File: src/rtl/vga_sprite_overlay_if.sv
// Command handshake from the keyboard/button front end to the sprite overlay.
// A command transfers on a clk where cmd_valid && cmd_ready; cmd_err flags a rejected one.
interface vga_sprite_overlay_if #(
    parameter int ID_W = 2
);
    logic            cmd_valid;
    logic            cmd_ready;
    logic [ID_W-1:0] cmd_id;
    logic [2:0]      cmd_op;
    logic [7:0]      cmd_arg;
    logic            cmd_err;

    modport master (output cmd_valid, cmd_id, cmd_op, cmd_arg, input cmd_ready, cmd_err);
    modport slave  (input cmd_valid, cmd_id, cmd_op, cmd_arg, output cmd_ready, cmd_err);
endinterface

File: src/rtl/vga_sprite_overlay.sv
// Multi-sprite 1-bit glyph overlay on the VGA pixel path: two-stage pixel pipeline
// plus per-sprite live/shadow state that is committed only at the frame boundary.
module vga_sprite_overlay #(
    parameter int          NUM_SPRITES = 4,
    parameter int          SPRITE_W    = 50,
    parameter int          SPRITE_H    = 50,
    parameter int          GLYPH_FIRST = 33,
    parameter int          GLYPH_COUNT = 94,
    parameter int          SCREEN_W    = 640,
    parameter int          SCREEN_H    = 480,
    parameter logic [11:0] FG_COLOR    = 12'h000,
    parameter int          ID_W        = (NUM_SPRITES > 1) ? $clog2(NUM_SPRITES) : 1,
    parameter int          ROM_AW      = $clog2(GLYPH_COUNT * SPRITE_W * SPRITE_H)
) (
    input  logic               clk,
    input  logic               reset,
    input  logic               pix_en,
    input  logic               screen_end,
    input  logic [9:0]         x,
    input  logic [8:0]         y,
    input  logic               active_in,
    input  logic               hsync_in,
    input  logic               vsync_in,
    input  logic [11:0]        bg_color,
    output logic [ROM_AW-1:0]  rom_addr,
    input  logic               rom_data,
    vga_sprite_overlay_if.slave cmd,
    output logic [11:0]        rgb,
    output logic               hsync_out,
    output logic               vsync_out,
    output logic               active_out
);
    localparam int MAX_X    = SCREEN_W - SPRITE_W;
    localparam int MAX_Y    = SCREEN_H - SPRITE_H;
    localparam int GLYPH_SZ = SPRITE_W * SPRITE_H;

    typedef enum logic [2:0] {
        OP_SET_GLYPH, OP_UP, OP_DOWN, OP_LEFT, OP_RIGHT, OP_ENABLE, OP_DISABLE, OP_HOME
    } op_e;

    typedef struct packed {
        logic [9:0] x;
        logic [8:0] y;
        logic [7:0] glyph;
        logic       en;
    } live_t;

    typedef struct packed {
        logic       up, dn, lf, rt, home;
        logic [7:0] glyph;
        logic       glyph_v;
        logic       en;
        logic       en_v;
    } pend_t;

    live_t live [NUM_SPRITES];
    live_t nxt  [NUM_SPRITES];
    pend_t pend [NUM_SPRITES];

    function automatic live_t reset_live(input int i);
        live_t s;
        int    px;
        px = i * SPRITE_W;
        if (px > MAX_X) px = MAX_X;
        s.x     = 10'(px);
        s.y     = '0;
        s.glyph = 8'(GLYPH_FIRST + (i % GLYPH_COUNT));
        s.en    = (i == 0);
        return s;
    endfunction

    // ---------------- command handshake ----------------
    logic boundary, accept, id_bad, arg_bad, cmd_ok;

    assign boundary      = pix_en && screen_end;
    assign cmd.cmd_ready = reset && !boundary;
    assign accept        = cmd.cmd_valid && cmd.cmd_ready;
    assign id_bad        = {1'b0, cmd.cmd_id} >= (ID_W + 1)'(NUM_SPRITES);
    assign arg_bad       = (op_e'(cmd.cmd_op) == OP_SET_GLYPH) &&
                           ((int'(cmd.cmd_arg) < GLYPH_FIRST) ||
                            (int'(cmd.cmd_arg) > GLYPH_FIRST + GLYPH_COUNT - 1));
    assign cmd_ok        = accept && !id_bad && !arg_bad;

    // Frame-boundary commit: HOME beats moves, opposite moves cancel, edges clamp.
    always_comb begin
        for (int i = 0; i < NUM_SPRITES; i++) begin
            // NOTE: full default first so no path leaves nxt unassigned (no latch).
            nxt[i] = live[i];
            if (pend[i].home) begin
                nxt[i].x = reset_live(i).x;
                nxt[i].y = reset_live(i).y;
            end else begin
                if (pend[i].up && !pend[i].dn && live[i].y != '0)           nxt[i].y = live[i].y - 9'd1;
                if (pend[i].dn && !pend[i].up && int'(live[i].y) < MAX_Y)    nxt[i].y = live[i].y + 9'd1;
                if (pend[i].lf && !pend[i].rt && live[i].x != '0)           nxt[i].x = live[i].x - 10'd1;
                if (pend[i].rt && !pend[i].lf && int'(live[i].x) < MAX_X)    nxt[i].x = live[i].x + 10'd1;
            end
            if (pend[i].glyph_v) nxt[i].glyph = pend[i].glyph;
            if (pend[i].en_v)    nxt[i].en    = pend[i].en;
        end
    end

    always_ff @(posedge clk or negedge reset) begin
        if (!reset) begin
            // NOTE: sprite state is a handful of flops, so it is reset explicitly, not left as RAM.
            for (int i = 0; i < NUM_SPRITES; i++) begin
                live[i] <= reset_live(i);
                pend[i] <= '0;
            end
            cmd.cmd_err <= 1'b0;
        end else begin
            cmd.cmd_err <= accept && (id_bad || arg_bad);
            for (int i = 0; i < NUM_SPRITES; i++) begin
                if (boundary) begin
                    live[i] <= nxt[i];
                    pend[i] <= '0;
                end else if (cmd_ok && int'(cmd.cmd_id) == i) begin
                    case (op_e'(cmd.cmd_op))
                        OP_SET_GLYPH: begin pend[i].glyph <= cmd.cmd_arg; pend[i].glyph_v <= 1'b1; end
                        OP_UP:        pend[i].up   <= 1'b1;
                        OP_DOWN:      pend[i].dn   <= 1'b1;
                        OP_LEFT:      pend[i].lf   <= 1'b1;
                        OP_RIGHT:     pend[i].rt   <= 1'b1;
                        OP_ENABLE:    begin pend[i].en <= 1'b1; pend[i].en_v <= 1'b1; end
                        OP_DISABLE:   begin pend[i].en <= 1'b0; pend[i].en_v <= 1'b1; end
                        OP_HOME:      pend[i].home <= 1'b1;
                        default:      ;
                    endcase
                end
            end
        end
    end

    // ---------------- pixel pipeline ----------------
    logic [9:0]             lx [NUM_SPRITES];
    logic [8:0]             ly [NUM_SPRITES];
    logic [NUM_SPRITES-1:0] hit;
    logic                   hit_any;
    logic [ROM_AW-1:0]      addr_next;

    always_comb begin
        for (int i = 0; i < NUM_SPRITES; i++) begin
            lx[i]  = x - live[i].x;
            ly[i]  = y - live[i].y;
            hit[i] = live[i].en && (x >= live[i].x) && (y >= live[i].y) &&
                     (int'(lx[i]) < SPRITE_W) && (int'(ly[i]) < SPRITE_H);
        end
    end

    // Scan high to low so the lowest-index hit is the last (winning) assignment.
    always_comb begin
        hit_any   = 1'b0;
        addr_next = '0;
        for (int i = NUM_SPRITES - 1; i >= 0; i--) begin
            if (hit[i]) begin
                hit_any   = 1'b1;
                addr_next = ROM_AW'(int'(lx[i]) + SPRITE_W * int'(ly[i]) +
                                    GLYPH_SZ * (int'(live[i].glyph) - GLYPH_FIRST));
            end
        end
    end

    logic hit_q, act_q, hs_q, vs_q;

    always_ff @(posedge clk or negedge reset) begin
        if (!reset) begin
            rom_addr   <= '0;
            hit_q      <= 1'b0;
            act_q      <= 1'b0;
            hs_q       <= 1'b1;
            vs_q       <= 1'b1;
            rgb        <= 12'h000;
            hsync_out  <= 1'b1;
            vsync_out  <= 1'b1;
            active_out <= 1'b0;
        end else if (pix_en) begin
            if (hit_any) rom_addr <= addr_next;
            hit_q      <= hit_any;
            act_q      <= active_in;
            hs_q       <= hsync_in;
            vs_q       <= vsync_in;
            rgb        <= !act_q ? 12'h000 : (hit_q && rom_data) ? FG_COLOR : bg_color;
            hsync_out  <= hs_q;
            vsync_out  <= vs_q;
            active_out <= act_q;
        end
    end
endmodule

File: src/flat_wrapper.sv
// flat-port wrapper written by rule: the top's interface ports become plain ports
module vga_sprite_overlay_flat 
#(
    parameter int          NUM_SPRITES = 4,
    parameter int          SPRITE_W    = 50,
    parameter int          SPRITE_H    = 50,
    parameter int          GLYPH_FIRST = 33,
    parameter int          GLYPH_COUNT = 94,
    parameter int          SCREEN_W    = 640,
    parameter int          SCREEN_H    = 480,
    parameter logic [11:0] FG_COLOR    = 12'h000,
    parameter int          ID_W        = (NUM_SPRITES > 1) ? $clog2(NUM_SPRITES) : 1,
    parameter int          ROM_AW      = $clog2(GLYPH_COUNT * SPRITE_W * SPRITE_H)
)
  (clk, reset, pix_en, screen_end, x, y, active_in, hsync_in, vsync_in, bg_color, rom_addr, rom_data, rgb, hsync_out, vsync_out, active_out, cmd_cmd_valid, cmd_cmd_id, cmd_cmd_op, cmd_cmd_arg, cmd_cmd_ready, cmd_cmd_err);
  vga_sprite_overlay_if #(.ID_W(ID_W)) cmd_i ();
  input  logic clk;
  input  logic reset;
  input  logic pix_en;
  input  logic screen_end;
  input  logic [9:0] x;
  input  logic [8:0] y;
  input  logic active_in;
  input  logic hsync_in;
  input  logic vsync_in;
  input  logic [11:0] bg_color;
  output logic [ROM_AW-1:0] rom_addr;
  input  logic rom_data;
  output logic [11:0] rgb;
  output logic hsync_out;
  output logic vsync_out;
  output logic active_out;
  input wire logic [$bits(cmd_i.cmd_valid)-1:0] cmd_cmd_valid;
  input wire logic [$bits(cmd_i.cmd_id)-1:0] cmd_cmd_id;
  input wire logic [$bits(cmd_i.cmd_op)-1:0] cmd_cmd_op;
  input wire logic [$bits(cmd_i.cmd_arg)-1:0] cmd_cmd_arg;
  output wire logic [$bits(cmd_i.cmd_ready)-1:0] cmd_cmd_ready;
  output wire logic [$bits(cmd_i.cmd_err)-1:0] cmd_cmd_err;
  assign cmd_i.cmd_valid = cmd_cmd_valid;
  assign cmd_i.cmd_id = cmd_cmd_id;
  assign cmd_i.cmd_op = cmd_cmd_op;
  assign cmd_i.cmd_arg = cmd_cmd_arg;
  assign cmd_cmd_ready = cmd_i.cmd_ready;
  assign cmd_cmd_err = cmd_i.cmd_err;
  vga_sprite_overlay #(.NUM_SPRITES(NUM_SPRITES), .SPRITE_W(SPRITE_W), .SPRITE_H(SPRITE_H), .GLYPH_FIRST(GLYPH_FIRST), .GLYPH_COUNT(GLYPH_COUNT), .SCREEN_W(SCREEN_W), .SCREEN_H(SCREEN_H), .FG_COLOR(FG_COLOR), .ID_W(ID_W), .ROM_AW(ROM_AW)) u_core (.clk(clk), .reset(reset), .pix_en(pix_en), .screen_end(screen_end), .x(x), .y(y), .active_in(active_in), .hsync_in(hsync_in), .vsync_in(vsync_in), .bg_color(bg_color), .rom_addr(rom_addr), .rom_data(rom_data), .cmd(cmd_i), .rgb(rgb), .hsync_out(hsync_out), .vsync_out(vsync_out), .active_out(active_out));
endmodule
File: config.mk
export PLATFORM = sky130hd
export DESIGN_NAME = vga_sprite_overlay_flat
export DESIGN_NICKNAME = d
export VERILOG_FILES = /design/src/rtl/vga_sprite_overlay_if.sv /design/src/rtl/vga_sprite_overlay.sv /design/src/flat_wrapper.sv
export SDC_FILE = /design/constraint.sdc
export NUM_CORES = 1
export LEC_CHECK = 0
export BUFFER_PORTS_ARGS = -buffer_cell sky130_fd_sc_hd__buf_2
export CELL_PAD_IN_SITES_DETAIL_PLACEMENT = 0
export CELL_PAD_IN_SITES_GLOBAL_PLACEMENT = 1
export CORE_MARGIN = 1.5
export CORE_UTILIZATION = 46
export CTS_CLUSTER_DIAMETER = 30
export CTS_CLUSTER_SIZE = 8
export DETAILED_ROUTE_END_ITERATION = 12
export GPL_TIMING_DRIVEN = 0
export PLACE_DENSITY = 0.9
export REMOVE_ABC_BUFFERS = 1
export SLEW_MARGIN = 20
export SYNTH_ARGS = -nofsm -noshare
export SYNTH_HDL_FRONTEND = slang
export SYNTH_SLANG_ARGS = --single-unit
File: constraint.sdc
create_clock -name clk -period 6.1 [get_ports clk]
set_input_delay 0.305 -clock clk [delete_from_list [all_inputs] [get_ports clk]]
set_output_delay 0.305 -clock clk [all_outputs]
set_load 0.05 [all_outputs]
==> impl_metrics.toml <==
[final_layout]
syn_to_final_growth_pct = 18.4
final.fill_count = 5256
multi_input_area_um2 = 20900
nNetsFinal = 3945
fin_cells = 4050
drive_gt1_share_pct = 16.1
final_cell_mix = "ha_1, inv_1, a21oi_1, dfrtp_1, nor2_1"
seq_area_um2 = 5390
layout_commonest_cell = "ha_1"

[place]
place.gp.congestion = 0.912
dpl.hpwl_mm = 55.0
port_buffers = 87
place_inst = 3870

[timing]
rsz0062_at_grt = "yes"
max_slew.worst_pin.slew_ns = 1.09
max_slew_margin_pct = 27.4
finClkSkew_ns = 0.0422
setup_viol_count_final = 4
fin_crit_sh_pct = 106
finalHoldViolCount = 0
fmax_mhz = 154
report.final.slew_viol_count = 0
setup_slack_ns = -0.392
period_minus_slack_ns = 6.49

[setup_path]
critPathMostFrequentCell = "fa_1"
critPathMaxFanout = 4
timing.rr.start = "u_core.live[32]$_DFFE_PN0P_"
reg2reg_setup_slack_ns = -0.39
critPathCaptureType = "register"
max_stage_delay_ns = 0.53
cp-startpoint = "u_core.live[32]$_DFFE_PN0P_"
reg2reg_depth = 27
required_ns = 6.57
cp-start-kind = "register"
slowest_stage = "fa_1"
critPathArrivalTime_ns = 6.96
critPathKind = "register to register"

[floorplan]
rows = 88
initial_core_util_pct = 46.8
coreArea_um2 = 57900
fp.dieArea_um2 = 60300
io_pins = 88
die_h_um = 246
die_w_um = 246

[logic_synthesis]
async_reset_ff_share_pct = 100
synth-edff-count = 0
syn_inst = 3043
synth_top_flop_cell = "dfrtp_1"
ys_seq_area_share_pct = 19.9
syn_area_um2 = 27100
synth_cell_types = 76
ys_warn_count = 0
syn_avg_cell_area_um2 = 8.90
synth_seq_cells = 214

[clocking]
worstSkewPairLatency_ns = 0.62
clock_sinks = 214
cts_tree = "yes"
clock_tree.root_cell = "clkbuf_16"
cts_max_path_buffers = 3
clkTransAtPathRegs_ns = 0.05
htreeDepth = 2
cts-buffers-inserted = 58

[global_route]
grt_pass1_vias = 21600
grt_pass1_wl_mm = 112
grtUsageTotal_pct = 23.2
antenna_found_initial = 6
overflow = 0
grt_max_degree = 81

[routing]
drt_iter0_drc = 1225
wl_per_cell_um = 17.1
remaining_drc_errors = 0
final_antenna_net_count = 0
vias = 22200
routed_wl_mm = 69.3
drtPass1Iterations = 5
vias_per_cell = 5.47

[hold_path]
min_path_type = "primary input to register"
hp-start = "cmd_cmd_arg[7]"
hold_depth = 3

[status]
outcome = "finished, violations left"
violations = "setup timing"

[job]
timing.max_cap.violations = 0
## sequential cells by signal (all words and copies together), names as in the netlist
register	cells
u_core.active_out	1
u_core.hit_q	1
u_core.act_q	1
u_core.vsync_out	1
u_core.hs_q	1
u_core.vs_q	1
u_core.pend	64
u_core.rgb	12
u_core.cmd.cmd_err	1
u_core.live	112
u_core.rom_addr	18
u_core.hsync_out	1
## path summary, 6_finish.rpt
path	to
max	u_core.rom_addr[16]$_DFFE_PN0P_
min	u_core.cmd.cmd_err$_DFF_PN0_
max reg2reg	u_core.rom_addr[16]$_DFFE_PN0P_
min reg2reg	u_core.pend[41]$_DFFE_PN0P_
max in group asynchronous	u_core.live[78]$_DFFE_PN1P_
min in group asynchronous	u_core.live[50]$_DFFE_PN0P_
## stage by stage
stage / TNS, ns / setup slack (ns) / hold slack [ns] / instance area, um^2 / util [%]
floorplan: -1.24 / -0.555 / 0.00941 / 26900 / -
global placement: -34.47 / -1.39 / 0.458 / 28300 / 48.9
global route: -2.59 / -0.674 / 0.0653 / 32100 / 55.4
detailed placement: -6.36 / -1.38 / 0.355 / 28600 / 49.4
finish: -0.808 / -0.392 / 0.0445 / 32100 / 55.4
CTS: -0.823 / -0.376 / 0.0159 / 31600 / 54.5
## logic make-up after synthesis
family	Yosys count	share of synthesized area (%)
multiplexers	64	2.62
adder cells (fa/ha/maj)	661	34.1
AO/OA/AOI/OAI	724	17.2
XOR/XNOR	249	8.05
buffers and inverters	480	6.69
flip-flops	214	19.9
AND/OR/NAND/NOR	651	11.5
## final cells by class
type,count,share of cell area (%)
multi-input cells,2349,65.0
flip-flops and latches,214,16.8
inverters,438,5.14
clock buffers,67,4.76
repair buffers,170,3.68
well taps,765,2.99
clock inverters,43,1.56
diodes,4,0.0312
## synthesized netlist by cell type (all sizes together) (6+ instances only)
library cell    n  area (um^2)
a211oi         18          140
nor2          191          719
a221oi          6         58.8
o31ai          39          293
nor3           61          305
dfrtp         190         4750
and2           18          113
ha            533         6670
nand4          17          106
clkbuf         38          143
o31a            7         61.3
nand2         170          638
or4             9         67.6
o21bai         38          285
o211ai         16          120
or3            10         62.6
nor4           14         87.6
inv           438         1640
a31oi          15         93.8
o41ai          11          111
xor2           81          709
dfstp          24          631
mux2           56          631
a21o           58          435
nand3          30          150
or2            12         75.1
o311ai          6         52.6
and3            6         37.5
o21a           22          165
o21ai         171          856
nor3b          11         82.6
fa            128         2560
a221o           6         60.1
nand2b         40          250
o22ai          14         87.6
a22o           19          166
a311oi          8         70.1
mux2i           8         80.1
a21boi         10         75.1
a21oi         210         1050
nor2b          48          300
xnor2         168         1470
a22oi          10         75.1
## per-layer routing
layer / routed length [um] / track usage (%)
met5: 28 / 0
met4: 2720 / 8.75
met3: 3220 / 3.34
met2: 30400 / 36.0
met1: 32900 / 32.5
## critical path: cells and delay by family (launching register included)
family / cells / cell delay, ns
AOI/OAI and AO/OA: 6 / 1.25
xor gates and xnor gates: 2 / 0.38
adders and majority gates: 8 / 3.08
buffers and inverters: 4 / 0.29
DFF: 1 / 0.40
muxes: 1 / 0.34
and+or+nand+nor: 6 / 0.61
## timing repair
action	CTS	global route
pin swaps	48	50
resized for setup	119	70
buffers inserted	27	22
endpoints found under the hold margin	83	0
hold buffers	17	0
endpoints found under the setup margin	8	8
Power is not shown: default switching activity piles up to over one toggle a cycle in this logic, so the estimate is an artifact.
